--- src/rtl/regfile_ctx_engine.sv ---
// regfile_ctx_engine
// Context save/restore sequencer for the 2^N x S register file.
// A save reads the selected registers through read port A and streams them
// out in ascending index order. A restore writes an incoming stream into the
// selected registers through the write port. While busy is high the
// surrounding mux hands both of those ports to this engine.
module regfile_ctx_engine #(
  parameter int N = 4,
  parameter int S = 32
) (
  input  logic            clk,
  input  logic            reset,
  input  logic            cmd_valid,
  output logic            cmd_ready,
  input  logic            cmd_op,
  input  logic [2**N-1:0] cmd_mask,
  output logic            busy,
  output logic            done,
  output logic [N-1:0]    rf_rA,
  input  logic [S-1:0]    rf_A,
  output logic            rf_wr,
  output logic [N-1:0]    rf_rD,
  output logic [S-1:0]    rf_D,
  output logic            out_valid,
  input  logic            out_ready,
  output logic [S-1:0]    out_data,
  output logic [N-1:0]    out_idx,
  output logic            out_last,
  input  logic            in_valid,
  output logic            in_ready,
  input  logic [S-1:0]    in_data
);

  localparam int R = 2**N;

  typedef enum logic [1:0] {
    IDLE    = 2'd0,
    SAVE    = 2'd1,
    RESTORE = 2'd2,
    DONE    = 2'd3
  } state_t;

  state_t state;
  state_t state_next;

  // Registers still to be processed; one bit per register index.
  logic [R-1:0] rem;
  logic [R-1:0] rem_clr;
  logic [R-1:0] cur_onehot;
  logic [N-1:0] cur_idx;
  logic         load;
  logic         beat_out;
  logic         beat_in;

  // Priority encoder: lowest set bit of rem wins, 0 when rem is empty.
  always_comb begin
    cur_idx = '0;
    for (int i = R - 1; i >= 0; i--) begin
      if (rem[i]) cur_idx = N'(i);
    end
  end

  // One-hot of the current index, used to retire that register from rem.
  for (genvar gi = 0; gi < R; gi++) begin : g_onehot
    assign cur_onehot[gi] = (cur_idx == N'(gi));
  end

  assign rem_clr  = rem & ~cur_onehot;

  // A new save beat is fetched whenever the output slot is empty or draining.
  assign load     = (state == SAVE) && (!out_valid || out_ready) && (rem != '0);
  assign beat_out = out_valid && out_ready;
  assign beat_in  = (state == RESTORE) && in_valid;

  // State register.
  always_ff @(posedge clk) begin
    if (reset) state <= IDLE;
    else       state <= state_next;
  end

  // Next-state logic.
  always_comb begin
    state_next = state;
    case (state)
      IDLE: begin
        if (cmd_valid) begin
          if (cmd_mask == '0) state_next = DONE;
          else if (!cmd_op)   state_next = SAVE;
          else                state_next = RESTORE;
        end
      end
      SAVE: begin
        if (beat_out && out_last) state_next = DONE;
      end
      RESTORE: begin
        if (beat_in && (rem_clr == '0)) state_next = DONE;
      end
      DONE: begin
        state_next = IDLE;
      end
      default: state_next = IDLE;
    endcase
  end

  // Work mask and the registered save-stream output slot.
  always_ff @(posedge clk) begin
    if (reset) begin
      rem       <= '0;
      out_valid <= 1'b0;
      out_data  <= '0;
      out_idx   <= '0;
      out_last  <= 1'b0;
    end else begin
      case (state)
        IDLE: begin
          if (cmd_valid) rem <= cmd_mask;
        end
        SAVE: begin
          if (load) begin
            out_data  <= rf_A;
            out_idx   <= cur_idx;
            out_last  <= (rem_clr == '0);
            out_valid <= 1'b1;
            rem       <= rem_clr;
          end else if (beat_out) begin
            out_valid <= 1'b0;
          end
        end
        RESTORE: begin
          if (in_valid) rem <= rem_clr;
        end
        default: begin
          out_valid <= 1'b0;
        end
      endcase
    end
  end

  // State-decoded outputs and register-file port drive.
  always_comb begin
    cmd_ready = (state == IDLE);
    busy      = (state != IDLE);
    done      = (state == DONE);
    in_ready  = (state == RESTORE);
    rf_wr     = beat_in;
    rf_rA     = (state == SAVE) ? cur_idx : '0;
  end

  // The write index always tracks the next register to fill; data is the
  // incoming beat itself, so a write lands on the edge it is presented.
  assign rf_rD = cur_idx;
  assign rf_D  = in_data;

endmodule

--- config.mk ---
export PLATFORM = sky130hd
export DESIGN_NAME = regfile_ctx_engine
export DESIGN_NICKNAME = d
export VERILOG_FILES = /design/src/rtl/regfile_ctx_engine.sv
export SDC_FILE = /design/constraint.sdc
export NUM_CORES = 1
export LEC_CHECK = 0
export CAP_MARGIN = 40
export CORE_MARGIN = 4
export CORE_UTILIZATION = 42
export DETAILED_ROUTE_END_ITERATION = 10
export GPL_TIMING_DRIVEN = 0
export PLACE_DENSITY_LB_ADDON = 0.2
export SYNTH_ARGS = -nofsm -noshare
export SYNTH_HDL_FRONTEND = slang
export SYNTH_SLANG_ARGS = --single-unit
--- constraint.sdc ---
create_clock -name clk -period 7.25 [get_ports clk]
set_input_delay 0.725 -clock clk [delete_from_list [all_inputs] [get_ports clk]]
set_output_delay 0.725 -clock clk [all_outputs]
set_load 0.02 [all_outputs]
==> results of run 1 <==
-- metrics by stage --
step / hold WS, ps / power (W) / cells / instance area (sq um) / worst slack (ps)
6_report: 457 / 0.00185 / 640 / 4580 / 3600
5_1_grt: 475 / 0.00199 / 640 / 4580 / 3500
4_1_cts: 460 / 0.00185 / 640 / 4580 / 3590
3_3_place_gp: 441 / 0.00165 / 632 / 4500 / 3810
3_5_place_dp: 448 / 0.00168 / 633 / 4500 / 3870
2_1_floorplan: 484 / 0.00125 / 400 / 3010 / 4220
-- flip-flops by register name (all words and copies together) (netlist names) --
signal	cells
out_idx	4
out_last	1
state	2
rem	16
out_valid	1
out_data	32
-- cell type report --
cell class / count / area, sq um
Timing Repair Buffer: 137 / 1370
Clock buffer: 6 / 72.6
Buffer: 53 / 338
Inverter: 9 / 33.8
Sequential cell: 56 / 1120
Multi-Input combinational cell: 282 / 1520
Fill cell: 626 / 2290
Tap cell: 96 / 120
Clock inverter: 1 / 8.76
-- placed cells by master (no fill, tap or decap), types with 3 or more instances in the layout --
master | netlist | final
nor2b_1 | 3 | 3
ha_1 | 5 | 5
o31a_1 | 4 | 4
nor2_1 | 29 | 29
buf_4 | 32 | 32
nand2_1 | 95 | 95
clkbuf_8 | 0 | 5
or2_2 | 3 | 3
clkbuf_1 | 13 | 14
a22oi_1 | 8 | 8
clkdlybuf4s50_1 | 0 | 136
a21oi_1 | 50 | 50
nand2b_1 | 5 | 5
o21ai_0 | 12 | 12
o31ai_1 | 6 | 6
nand3_1 | 5 | 5
buf_1 | 3 | 3
inv_1 | 9 | 9
a21o_1 | 4 | 4
dfxtp_1 | 56 | 56
buf_2 | 3 | 4
and2_1 | 7 | 7
nor4_1 | 8 | 8
-- kinds of logic after synthesis --
| logic type | after synthesis | synth area share |
|---|---|---|
| simple gates | 165 | 0.247 |
| compound gates | 110 | 0.231 |
| buf+inv | 62 | 0.123 |
| flops | 56 | 0.372 |
| fa+ha+maj | 5 | 0.0208 |
| mux | 2 | 0.00664 |
-- routing by layer --
| metal | vias to the layer above | GRT usage | part of all wire |
|---|---|---|---|
| li1 | 1637 | - | - |
| met1 | 1549 | 0.257 | 0.40 |
| met2 | 164 | 0.372 | 0.47 |
| met3 | 14 | 0.0747 | 0.11 |
| met4 | 0 | 0.0488 | 0.011 |
| met5 | - | 0 | 0 |
-- critical path: cells and delay by family, from the launching register on --
family / cells / cell delay (ps)
AOI/OAI and AO/OA: 1 / 150
buffers and inverters: 3 / 910
DFF: 1 / 310
and+or+nand+nor: 3 / 1230
-- power by group through the flow --
| stage | clock network [W] | registers [W] | logic (W) |
|---|---|---|---|
| global placement | 0 | 0.000464 | 0.00119 |
| CTS | 0.000173 | 0.000460 | 0.00122 |
| global route | 0.000184 | 0.000474 | 0.00134 |
| detailed placement | 0 | 0.000467 | 0.00121 |
| floorplan | 0 | 0.000499 | 0.000752 |
| finish | 0.000170 | 0.000463 | 0.00122 |
-- worst min path at each step --
stage                              start                   endpoint  cells after the start
6_report       out_data[19]$_SDFFE_PP0P_  out_data[19]$_SDFFE_PP0P_                      2
5_1_grt        out_data[16]$_SDFFE_PP0P_  out_data[16]$_SDFFE_PP0P_                      2
4_1_cts        out_data[19]$_SDFFE_PP0P_  out_data[19]$_SDFFE_PP0P_                      2
3_5_place_dp   out_data[19]$_SDFFE_PP0P_  out_data[19]$_SDFFE_PP0P_                      2
3_3_place_gp   out_data[19]$_SDFFE_PP0P_  out_data[19]$_SDFFE_PP0P_                      2
2_1_floorplan      state[1]$_SDFFE_PP0P_      state[1]$_SDFFE_PP0P_                      2
==> results_dict.tcl, run 1 <==
set metrics [dict create \
    clock.fmax_mhz 274 \
    wl_um 9500 \
    dieHeight_um 92.7 \
    drc 0 \
    core_area_sq_um 6870 \
    ys_top_cells_by_area "dfxtp_1 37%, nand2_1 12%, a21oi_1 8.3%" \
    end_kind "output pin" \
    ys_types 54 \
    p_leak_nw 1.72 \
    grt_pass1_vias 3232 \
    synthFlopType "dfxtp_1" \
    synthesis.nets 491 \
    critical_path_arrival_ps 2920 \
    drt_iter0_drc 171 \
    worstMarginPinSlew_ps 571 \
    max_stage_delay_ps 590 \
    cts.repair.resized 0 \
    p_int_w 0.000965 \
    p_per_area_nw_per_um2 404 \
    min_path_type "flip-flop to flip-flop" \
    swShare 0.479 \
    post-cts-setup-buffer-count 0 \
    path_class "flip-flop to output pin" \
    fin_worst_skew_ps 8.14 \
    rsz0062_at_grt "no" \
    num_vias 3364 \
    startpoint_type "flip-flop" \
    track_usage 0.215 \
    async_reset_ff_frac 0 \
    ff2ff_setup_slack_ps 4170 \
    h-tree-depth 2 \
    via_per_inst 5.26 \
    crit_slowest_cell "clkdlybuf4s50_1" \
    syn_inst 400 \
    grt_max_degree 17 \
    yosys-top-cells-count "95 x nand2_1, 56 x dfxtp_1, 50 x a21oi_1" \
    first_pass_iters 5 \
    wl_per_cell_um 14.8 \
    endpoint "rf_rA[3]" \
    power_frac_seq 0.250 \
    fin_crit_sh 0.503 \
    ys_seq_area_frac 0.372 \
    slew_viol_final 0 \
    min_period_ps 3650 \
    synth_seq_cells 56 \
    synth_area_sq_um 3010 \
    clockBufferDepth 2 \
    die_area_sq_um 8600 \
    avgSynthCellArea_sq_um 7.54 \
    clock_latency_ps 310 \
    overflow 0 \
    grt_pass1_wl_um 15200 \
    p_sw_w 0.000888 \
    diodes 0 \
    maxCapViolCount 0 \
    finalSetupTns_ps 0 \
    cts_num_sinks 56 \
    start_util 0.439 \
    synth_edf_count 0 \
    synth_top_area_frac 0.372 \
    io_buffer_count 136 \
    worstRegToRegCells 11 \
    p_clk_frac 0.092 \
    rows 30 \
    cts-root-buf "clkbuf_8" \
    antenna_found_initial 0 \
    combPwrFrac 0.658 \
    die_x_um 92.7 \
    crit_start "rem[1]$_SDFFE_PP0P_" \
    cts_tree "done" \
    fin_util 0.667 \
    drive_gt1_frac 0.101 \
    cts_inserted_buffers 5 \
    postCtsHoldBufs 0 \
    antenna_left 0 \
    gp_congestion 0.942 \
    pin_count 169 \
    setup-violations-final 0 \
    final_nets 635 \
    r2r_start "rem[1]$_SDFFE_PP0P_" \
    hpwl_um 7560 \
    cp.required_ps 6520 \
    ir_drop_mv 0.164 \
    cp_cell_sequence "buf_2 -> or4_4 -> or4b_4 -> buf_6 -> a21oi_1 -> and2_1 -> clkdlybuf4s50_1" \
    cts.clk_slew.worst_paths_ps 100 \
    yosys.area.top_type "dfxtp_1" \
    yosys.cell_count.top_type "nand2_1" \
    area_delta_synth_final_pct 52.0 \
    r2r_end "rem[13]$_SDFFE_PP0P_" \
    cp_max_fo 9 \
    ys_warn_count 0 \
    slew_headroom 0.616 \
    hold_viol 0 \
    status "finished clean" \
]
No activity file was read; power rests on OpenSTA's default activity.
==> inputs of run 2 (changes only) <==
--- a/config.mk
+++ b/config.mk
@@ -7,7 +7,7 @@
 export LEC_CHECK = 0
 export CAP_MARGIN = 40
 export CORE_MARGIN = 4
-export CORE_UTILIZATION = 42
+export CORE_UTILIZATION = 39
 export DETAILED_ROUTE_END_ITERATION = 10
 export GPL_TIMING_DRIVEN = 0
 export PLACE_DENSITY_LB_ADDON = 0.2
==> constraint.sdc (replaced) <==
create_clock -name clk -period 3.4 [get_ports clk]
set_input_delay 0.34 -clock clk [delete_from_list [all_inputs] [get_ports clk]]
set_output_delay 0.34 -clock clk [all_outputs]
set_load 0.02 [all_outputs]
==> results_dict.tcl, run 2 (synthesized netlist as in run 1, its figures left out) <==
set metrics [dict create \
    dieHeight_um 95.9 \
    grt_max_degree 18 \
    start_util 0.409 \
    fin_crit_sh 0.966 \
    drt_iter0_drc 246 \
    largest_registers "out_data (32), rem (16), out_idx (4)" \
    cp_max_fo 9 \
    cp_cell_sequence "buf_2 -> or4_4 -> or4b_4 -> buf_6 -> a21oi_1 -> and2_1 -> clkdlybuf4s50_1" \
    worstMarginPinSlew_ps 664 \
    first_pass_iters 5 \
    p_per_area_nw_per_um2 873 \
    seq_area_sq_um 1120 \
    ir_drop_mv 0.467 \
    crit_family "simple AND/OR/NAND/NOR gates" \
    drive_gt1_frac 0.105 \
    slew_headroom 0.553 \
    fin_util 0.624 \
    grt_pass1_wl_um 15300 \
    rows 31 \
    num-fill-cells 701 \
    via_per_inst 5.27 \
    hpwl_um 7880 \
    cts_tree "done" \
    grt_pass1_vias 3234 \
    max_stage_delay_ps 590 \
    die_x_um 95.9 \
    diodes 0 \
    min_path_type "flip-flop to flip-flop" \
    final_nets 635 \
    io_buffer_count 136 \
    crit_slowest_cell "clkdlybuf4s50_1" \
    gp_congestion 0.975 \
    area_delta_synth_final_pct 52.5 \
    pin_count 169 \
    hold_viol 0 \
    drc 0 \
    startpoint_type "flip-flop" \
    clockBufferDepth 2 \
    clock.fmax_mhz 304 \
    cts_inserted_buffers 5 \
    clock_latency_ps 320 \
    core_area_sq_um 7370 \
    min_period_ps 3290 \
    rsz0062_at_grt "no" \
    layout_commonest_cell "clkdlybuf4s50_1" \
    num_vias 3391 \
    ff2ff_setup_slack_ps 280 \
    critical_path_arrival_ps 2950 \
    slew_viol_final 0 \
    p_leak_nw 1.72 \
    die_area_sq_um 9200 \
    cts.clk_slew.worst_paths_ps 100 \
    cp.required_ps 3060 \
    wl_um 10100 \
    largest_register_ffs 32 \
    status "finished clean" \
    regMostFlops "out_data" \
    wl_per_cell_um 15.7 \
    cts_num_sinks 56 \
    h-tree-depth 2 \
    antenna_found_initial 0 \
    multi_input_area_sq_um 1530 \
    cts-root-buf "clkbuf_8" \
    final_cell_mix "136 x clkdlybuf4s50_1, 95 x nand2_1, 56 x dfxtp_1" \
    path_buf_inv 3 \
    path_class "flip-flop to output pin" \
    finalSetupTns_ps 0 \
    antenna_left 0 \
    track_usage 0.209 \
    overflow 0 \
    end_kind "output pin" \
    setup-violations-final 0 \
    maxCapViolCount 0 \
    fin_worst_skew_ps 11.0 \
]
[run 2: worst paths after layout]
check,end,from,cells after the start
setup / recovery,rf_rA[3],rem[1]$_SDFFE_PP0P_,7
hold reg to reg,out_data[27]$_SDFFE_PP0P_,out_data[27]$_SDFFE_PP0P_,2
hold / removal,out_data[27]$_SDFFE_PP0P_,out_data[27]$_SDFFE_PP0P_,2
setup reg to reg,state[0]$_SDFFE_PP0P_,rem[1]$_SDFFE_PP0P_,10
[run 2: routing by layer]
layer / global-route usage / vias up / share of wire
met5: 0 / - / 0
met4: 0.0379 / 0 / 0.0067
met3: 0.0571 / 12 / 0.10
met2: 0.351 / 176 / 0.48
met1: 0.270 / 1568 / 0.41
li1: - / 1635 / -
[run 2: cell type report]
class,count,area share
multi-input combinational,282,0.332
timing repair buffer,137,0.297
sequential,56,0.244
buffer,53,0.0735
tap,99,0.0270
clock buffer,6,0.0158
inverter,9,0.00735
clock inverter,2,0.00299
[run 2: timing repair]
item	CTS	global route
setup buffers	0	0
setup endpoints to repair	0	1
hold buffers	0	0
resized for setup	0	1
[run 2: per-stage QoR]
step / total power (W) / worst slack (ps) / instance area [sq um] / cells / hold slack (ps)
floorplan: 0.00267 / 632 / 3010 / 400 / 476
global placement: 0.00355 / 288 / 4500 / 635 / 441
detailed placement: 0.00361 / 325 / 4500 / 636 / 448
CTS: 0.00400 / 91.7 / 4590 / 644 / 463
global route: 0.00432 / 5.36 / 4600 / 644 / 480
finish: 0.00401 / 114 / 4600 / 644 / 460
[run 2: power by group]
group	internal, W	total (W)	leakage (nW)	switching (W)
combinational	0.00109	0.00263	1.22	0.00153
sequential	0.000823	0.00100	0.456	0.000179
clock	0.000148	0.000385	0.0456	0.000237
[run 2: tightest hold or removal path: cells and delay by family (launching register included)]
family | cells | cell delay [ps]
simple gates | 1 | 50
compound gates | 1 | 50
flops | 1 | 320
